[src/rtl/alu_operand_fwd.sv]
// Operand select and EX pipeline register ahead of the ALU: resolves rs1/rs2 with forwarding,
// inserts load-use bubbles and tracks EX/WB destination tags.
module alu_operand_fwd #(
   parameter int unsigned RA_W = 6
) (
   input  logic            clk,
   input  logic            rst,
   input  logic            stall,
   input  logic            flush,
   input  logic            id_valid,
   input  logic [5:0]      id_aluctl,
   input  logic [RA_W-1:0] id_rs1,
   input  logic [RA_W-1:0] id_rs2,
   input  logic [31:0]     id_rs1_val,
   input  logic [31:0]     id_rs2_val,
   input  logic [31:0]     id_imm,
   input  logic            id_use_imm,
   input  logic [RA_W-1:0] id_rd,
   input  logic            id_rd_we,
   input  logic            id_is_load,
   input  logic [31:0]     alu_fwd,
   input  logic [31:0]     wb_data,
   output logic [31:0]     ex_op1,
   output logic [31:0]     ex_op2,
   output logic [5:0]      ex_aluctl,
   output logic            ex_valid,
   output logic            ex_rd_we,
   output logic            ex_is_load,
   output logic [RA_W-1:0] ex_rd,
   output logic            wb_valid,
   output logic            wb_rd_we,
   output logic [RA_W-1:0] wb_rd,
   output logic            id_hold,
   output logic [15:0]     bubble_cnt
);

   logic [31:0]     ex_op1_q, ex_op1_d;
   logic [31:0]     ex_op2_q, ex_op2_d;
   logic [5:0]      ex_aluctl_q, ex_aluctl_d;
   logic            ex_valid_q, ex_valid_d;
   logic            ex_rd_we_q, ex_rd_we_d;
   logic            ex_is_load_q, ex_is_load_d;
   logic [RA_W-1:0] ex_rd_q, ex_rd_d;
   logic            wb_valid_q, wb_valid_d;
   logic            wb_rd_we_q, wb_rd_we_d;
   logic [RA_W-1:0] wb_rd_q, wb_rd_d;
   logic [15:0]     bubble_cnt_q, bubble_cnt_d;

   logic            ex_fwd_ok;
   logic            wb_fwd_ok;
   logic [31:0]     src1;
   logic [31:0]     src2;
   logic [31:0]     op2;
   logic            hazard;

   // Priority: x0, then the younger EX result, then WB, then the regfile read.
   function automatic logic [31:0] resolve(
      input logic [RA_W-1:0] rs,
      input logic [31:0]     rf_val,
      input logic            ex_ok,
      input logic [RA_W-1:0] ex_tag,
      input logic [31:0]     ex_val,
      input logic            wb_ok,
      input logic [RA_W-1:0] wb_tag,
      input logic [31:0]     wb_val
   );
      logic [31:0] res;
      if (rs == '0) begin
         res = '0;
      end else if (ex_ok && (ex_tag == rs)) begin
         res = ex_val;
      end else if (wb_ok && (wb_tag == rs)) begin
         res = wb_val;
      end else begin
         res = rf_val;
      end
      return res;
   endfunction

   always_comb begin
      ex_fwd_ok = ex_valid_q & ex_rd_we_q & ~ex_is_load_q;
      wb_fwd_ok = wb_valid_q & wb_rd_we_q;
      src1 = resolve(id_rs1, id_rs1_val, ex_fwd_ok, ex_rd_q, alu_fwd,
                     wb_fwd_ok, wb_rd_q, wb_data);
      src2 = resolve(id_rs2, id_rs2_val, ex_fwd_ok, ex_rd_q, alu_fwd,
                     wb_fwd_ok, wb_rd_q, wb_data);
      op2  = id_use_imm ? id_imm : src2;
      hazard = id_valid & ex_valid_q & ex_is_load_q & ex_rd_we_q & (ex_rd_q != '0) &
               ((ex_rd_q == id_rs1) | (~id_use_imm & (ex_rd_q == id_rs2)));
      id_hold = stall | (hazard & ~flush);
   end

   always_comb begin
      ex_op1_d     = ex_op1_q;
      ex_op2_d     = ex_op2_q;
      ex_aluctl_d  = ex_aluctl_q;
      ex_valid_d   = ex_valid_q;
      ex_rd_we_d   = ex_rd_we_q;
      ex_is_load_d = ex_is_load_q;
      ex_rd_d      = ex_rd_q;
      wb_valid_d   = wb_valid_q;
      wb_rd_we_d   = wb_rd_we_q;
      wb_rd_d      = wb_rd_q;
      bubble_cnt_d = bubble_cnt_q;

      if (!stall) begin
         wb_valid_d = ex_valid_q;
         wb_rd_we_d = ex_rd_we_q;
         wb_rd_d    = ex_rd_q;

         if (flush || hazard) begin
            ex_op1_d     = '0;
            ex_op2_d     = '0;
            ex_aluctl_d  = '0;
            ex_valid_d   = 1'b0;
            ex_rd_we_d   = 1'b0;
            ex_is_load_d = 1'b0;
            ex_rd_d      = '0;
            // A bubble coinciding with flush is charged to the flush, not to the hazard.
            if (!flush && (bubble_cnt_q != 16'hFFFF)) begin
               bubble_cnt_d = bubble_cnt_q + 16'd1;
            end
         end else begin
            ex_op1_d     = src1;
            ex_op2_d     = op2;
            ex_aluctl_d  = id_aluctl;
            ex_valid_d   = id_valid;
            ex_rd_we_d   = id_rd_we;
            ex_is_load_d = id_is_load;
            ex_rd_d      = id_rd;
         end
      end
   end

   always_ff @(posedge clk) begin
      if (rst) begin
         ex_op1_q     <= '0;
         ex_op2_q     <= '0;
         ex_aluctl_q  <= '0;
         ex_valid_q   <= 1'b0;
         ex_rd_we_q   <= 1'b0;
         ex_is_load_q <= 1'b0;
         ex_rd_q      <= '0;
         wb_valid_q   <= 1'b0;
         wb_rd_we_q   <= 1'b0;
         wb_rd_q      <= '0;
         bubble_cnt_q <= '0;
      end else begin
         ex_op1_q     <= ex_op1_d;
         ex_op2_q     <= ex_op2_d;
         ex_aluctl_q  <= ex_aluctl_d;
         ex_valid_q   <= ex_valid_d;
         ex_rd_we_q   <= ex_rd_we_d;
         ex_is_load_q <= ex_is_load_d;
         ex_rd_q      <= ex_rd_d;
         wb_valid_q   <= wb_valid_d;
         wb_rd_we_q   <= wb_rd_we_d;
         wb_rd_q      <= wb_rd_d;
         bubble_cnt_q <= bubble_cnt_d;
      end
   end

   assign ex_op1     = ex_op1_q;
   assign ex_op2     = ex_op2_q;
   assign ex_aluctl  = ex_aluctl_q;
   assign ex_valid   = ex_valid_q;
   assign ex_rd_we   = ex_rd_we_q;
   assign ex_is_load = ex_is_load_q;
   assign ex_rd      = ex_rd_q;
   assign wb_valid   = wb_valid_q;
   assign wb_rd_we   = wb_rd_we_q;
   assign wb_rd      = wb_rd_q;
   assign bubble_cnt = bubble_cnt_q;

endmodule

[config.mk]
export PLATFORM = sky130hd
export DESIGN_NAME = alu_operand_fwd
export DESIGN_NICKNAME = d
export VERILOG_FILES = /design/src/rtl/alu_operand_fwd.sv
export SDC_FILE = /design/constraint.sdc
export NUM_CORES = 1
export LEC_CHECK = 0
export ABC_AREA = 1
export CORE_MARGIN = 4
export CORE_UTILIZATION = 40
export CTS_BUF_LIST = sky130_fd_sc_hd__clkbuf_4
export DETAILED_ROUTE_END_ITERATION = 10
export PLACE_DENSITY = 0.83
export SYNTH_ARGS = -nofsm -noshare
export SYNTH_HDL_FRONTEND = slang
export SYNTH_SLANG_ARGS = --single-unit
[constraint.sdc]
create_clock -name clk -period 1.55 [get_ports clk]
set_input_delay 0.2325 -clock clk [delete_from_list [all_inputs] [get_ports clk]]
set_output_delay 0.2325 -clock clk [all_outputs]
set_load 0.03 [all_outputs]
---- Yosys cells after proc, flatten, opt, wreduce, memory -nomap -nowiden ----
Cells that the tools add are included.
Widths: inputs -> output; s select.
operators by class
  $add $sub $neg .......................... 1
  div/mod/pow operators ................... 0
  bitwise operators ....................... 16
  eq/ne operators ......................... 5
  reduce and logical (&&, ||, !) cells .... 11
  shifts and indexed selects .............. 0
  order comparisons ....................... 0
  multiply operators ...................... 0
  mux-type cells .......................... 14
operator list
  kind                   count
  $mux 32                9
  $eq 6x6->1             4
  $add 16x1->16 const B  1
  $ne 16x16->1 const B   1
  $logic_not 6->1        2
  $mux 6                 2
  $and 1x1->1            10
  $reduce_bool 6->1      1
  $logic_and 1x1->1      5
  $not 1->1              4
  $mux 1                 3
  $reduce_and 3->1       1
  $or 1x1->1             2
  $logic_not 1->1        1
  $logic_or 1x1->1       1
word-level totals
  bits in registers ....................... 103
  output and inout port bits .............. 104
  memories kept ........................... 0
  bits in latches ......................... 0
  ROM bits ................................ 0
  bits in writable memories ............... 0
  bits of input ports ..................... 192

---- Depth between registers and ports, before layout ----
  depth after elaboration ................. 7
  mapped depth ............................ 15

---- Worst setup path after synthesis ----
No wires, ideal clock.
  kind .................................... reg-to-reg
  start ................................... register bubble_cnt_q[1] (netlist: bubble_cnt[1])
  end ..................................... register bubble_cnt_q[1] (netlist: bubble_cnt[1])
  data required time ...................... 1,434 ps
  setup slack ............................. -368 ps
  buffers on the path ..................... 0
  cell stages (with the launch flop) ...... 9
  library setup time ...................... 116 ps
  arrival time ............................ 1,802 ps
  cell sequence ........................... dfxtp_1 > ha_1 > nand2_1 > nor3_1 > nand4_1 > o21ai_0 > nor2_4 > o21ai_0 > nor2_1
on the way
  cells in the longest elaborated chain, start to end .. 3
RTL lines
  what                                                   RTL line  text
  start: declaration                                     47        logic [15:0] bubble_cnt_q, bubble_cnt_d;
  start signal: assignment                               159       bubble_cnt_q <= bubble_cnt_d;
  branches (longest 3 deep; another with $add 16x1->16)  --
Several ways; the timed one is not identified.
A chain may end at the register's enable or synchronous reset.

---- Worst setup path in the final report ----
  start ................................... register ex_rd_q[0] (netlist: ex_rd[0])
  end ..................................... output port id_hold
on the way
  cells in the longest elaborated chain, start to end .. 6
RTL lines
  what                      RTL line  text
  start: declaration        43        logic [RA_W-1:0] ex_rd_q, ex_rd_d;
  start signal: assignment  155       ex_rd_q <= ex_rd_d;
  $eq 6x6->1                89        ((ex_rd_q == id_rs1) | (~id_use_imm & (ex_rd_q == id_rs2)));
  $and 1x1->1               89
  $or 1x1->1                89
  $and 1x1->1 (*)           88        hazard = id_valid & ex_valid_q & ex_is_load_q & ex_rd_we_q & (ex_rd_q != '0) &
  $and 1x1->1 (*)           90        id_hold = stall | (hazard & ~flush);
  $or 1x1->1 (*)            90
  end: declaration          33        output logic id_hold,
Every way passes the cells marked *; elsewhere a longest branch is shown, timed or not.

==> qor.csv <==
stage,metric,value,unit
run_status,outcome,"complete, but fails checks",
run_status,violations,negative setup slack,
clock_tree,tritoncts,done,
cells_and_area,num-nets-final,1840,
cells_and_area,fill_cells,1564,
logic_synthesis,syn_area,0.00698,sq mm
global_route,track_usage,30.7,%
cells_and_area,synthToLayoutAreaGrowth,69.9,%
timing,worst_hold_slack,0.224,ns
timing,clock-skew-final,0.0277,ns
die,die_y,140,um
cells_and_area,final_cell_mix,"nand2_1, clkdlybuf4s50_1, inv_1, nor2_1, buf_4",
global_route,grt_max_degree,67,
logic_synthesis,yosys_warnings,0,
logic_synthesis,syn_nets,1458,
timing,rsz0062_at_grt,yes,
timing,hold_violations,0,
critical_path,critical-path-top-delay-family,simple AND/OR/NAND/NOR gates,
global_route,antenna_found_initial,1,
drt,wl_per_cell,16.9,um
drt,drc,0,
logic_synthesis,synth_cells,1265,
critical_path,start_kind,flip-flop,
critical_path,path_max_fanout,4,
flow_run,maxCapViolCount,0,
global_route,grt_pass1_vias,9295,
critical_path,cp_data_arrival_time,1.89,ns
placement,hpwl,22.7,mm
die,ios,296,
clock_tree,cts_buffers,9,
drt,routed_via_density,5.08,
timing,final-max-slew-violation-count,0,
critical_path,worst-path-buf-inv,3,
logic_synthesis,synth_edf_count,0,
cells_and_area,postLayoutCellArea,0.0119,sq mm
cells_and_area,layout_commonest_cell,nand2_1,
cells_and_area,final_util,69.0,%
clock_tree,cts_root_buffer,clkbuf_4,
clock_tree,cts.htree.levels,3,
logic_synthesis,yosysUniqueCellTypes,31,
min_path,hp-class,in -> reg,
drt,vias,9541,
clock_tree,clk_pin_slew,0.20,ns
critical_path,worstPathRequired,1.32,ns
cells_and_area,multi_input_area,0.00431,sq mm
pwr,vdd_ir_drop_max,0.000411,V
critical_path,crit_type,reg -> out,
placement,dpl.cell_count,1825,
clock_tree,cts_sinks,103,
logic_synthesis,synthArstFlopShare,0,%
cells_and_area,drive_gt1_share,22.3,%
timing,finalSetupViolations,96,
global_route,grt_overflow,0,
timing,slew_headroom,56.4,%
drt,routed_wl,31.8,mm
cells_and_area,seq_area,0.00214,sq mm
timing,fin_ws,-0.571,ns
pwr,leakagePower,6.04,nW
drt,drtIter0Drc,692,
drt,firstDrtPassIters,7,
clock_tree,hold_buffers,0,
placement,port_buffers,295,
placement,gp_congestion,0.954,
logic_synthesis,ys_seq_area_share,29.6,%
die,core-area,0.0172,sq mm
logic_synthesis,syn_avg_cell_area,5.52,sq um
die,initial_utilization,40.6,%
timing,tns,-41.07,ns
critical_path,slowest_stage,dfxtp_4,
placement,placed_area,0.0110,sq mm
clock_tree,cts_buffer_depth,2,
cells_and_area,final_cells,1878,
clock_tree,clkLatencyLatePin,0.50,ns
timing,period_share,137,%
placement,pre_cts_slack,-0.924,ns
timing,fin_crit,2.12,ns
timing,tightest_slew,0.654,ns
die,dieArea,0.0196,sq mm
die,die_x,140,um
critical_path,endpoint_kind,output port,
critical_path,crit_chain,inv_4 > nand2_2 > nand2_1 > nor3_2 > nand3_1 > buf_4 > nand2_4 > nand3_4 > nand2_2 > buf_6,
pwr,total_power,6.29,mW
pwr,powerDensity,531,mW/mm^2
critical_path,path_common_cell,nand2_2,
die,core.rowCount,48,
logic_synthesis,ys_ff_latch,103,
drt,ant_nets,0,
timing,max_freq,471,MHz
logic_synthesis,synthFlopType,dfxtp_1,
global_route,grt_pass1_wl,48.1,mm
critical_path,crit_path_max_incr_delay,0.42,ns
-- metal layers --
layer  share of wire, %  track usage, %  up-vias  wire length [um]
met5                  0               0        -                 0
met4                5.0            15.2        0              1580
met2                 47            52.2      528             15100
met1                 38            37.2     4272             12200
li1                   -               -     4626                 -
met3                9.1            5.60      115              2880
-- state kept, by name, indices dropped and copies added, names as in the netlist --
name / cells
wb_rd: 6
ex_rd: 6
ex_rd_we: 1
ex_is_load: 1
ex_valid: 1
wb_rd_we: 1
ex_aluctl: 6
bubble_cnt: 16
ex_op1: 32
ex_op2: 32
wb_valid: 1
-- tightest hold or removal path: stages --
cell	delay, ns
buf_2	0.14
buf_4	0.22
nor2_1	0.11
-- final timing paths --
kind | depth (start not counted) | end | slack (ns) | start
min | 3 | bubble_cnt[6]$_SDFFE_PP0P_ | 0.22 | rst
max | 10 | id_hold | -0.57 | ex_rd[0]$_SDFFE_PP0N_
max reg2reg | 14 | ex_op1[16]$_SDFFE_PP0N_ | -0.54 | ex_rd[0]$_SDFFE_PP0N_
min reg2reg | 2 | ex_op2[1]$_SDFFE_PP0N_ | 0.47 | ex_op2[1]$_SDFFE_PP0N_
-- cell usage after synthesis (2+ instances only) --
library cell	instances	share of area, %
nand3b_1	3	0.32
nor3_2	2	0.29
o21ai_1	4	0.29
clkbuf_1	34	1.8
nand4_1	42	3.8
xor2_1	3	0.38
nand3_1	48	3.4
buf_6	7	1.1
xnor2_1	3	0.38
dfxtp_1	103	30
nand3_2	3	0.43
nor2_2	2	0.18
nor3_1	4	0.29
a21oi_2	2	0.25
a21oi_1	98	7.0
nor2_1	137	7.4
inv_2	10	0.54
inv_1	172	9.3
nor2_4	2	0.32
nand2_1	536	29
buf_4	2	0.22
buf_2	23	1.6
o21ai_0	17	1.2
-- where the power goes --
group / total [mW] / internal (mW) / switching (mW)
clock: 1.48 / 0.375 / 1.10
sequential: 2.79 / 2.73 / 0.0622
combinational: 2.02 / 0.979 / 1.04
-- cell families after synthesis --
kind of cell / after synthesis / share of synthesized area (%)
AO/OA/AOI/OAI: 123 / 9.00
XOR/XNOR: 6 / 0.753
adder cells (fa/ha/maj): 1 / 0.179
buffers and inverters: 249 / 14.7
flip-flops: 103 / 29.6
AND/OR/NAND/NOR: 783 / 45.8
-- timing repair --
action / CTS / global route
pin swaps: 29 / 19
buffers inserted: 23 / 7
resized for setup: 289 / 142
endpoints found under the setup margin: 198 / 165
gates cloned: 10 / 1
-- layout make-up --
| class | instances | area share (%) |
|---|---|---|
| Inverter | 182 | 5.85 |
| Sequential cell | 103 | 18.1 |
| Multi-Input combinational cell | 915 | 36.4 |
| Tap cell | 225 | 2.38 |
| Clock inverter | 7 | 0.612 |
| Clock buffer | 9 | 0.570 |
| Antenna cell | 1 | 0.0211 |
| Timing Repair Buffer | 436 | 36.1 |
(Power assumes the default switching activity.)
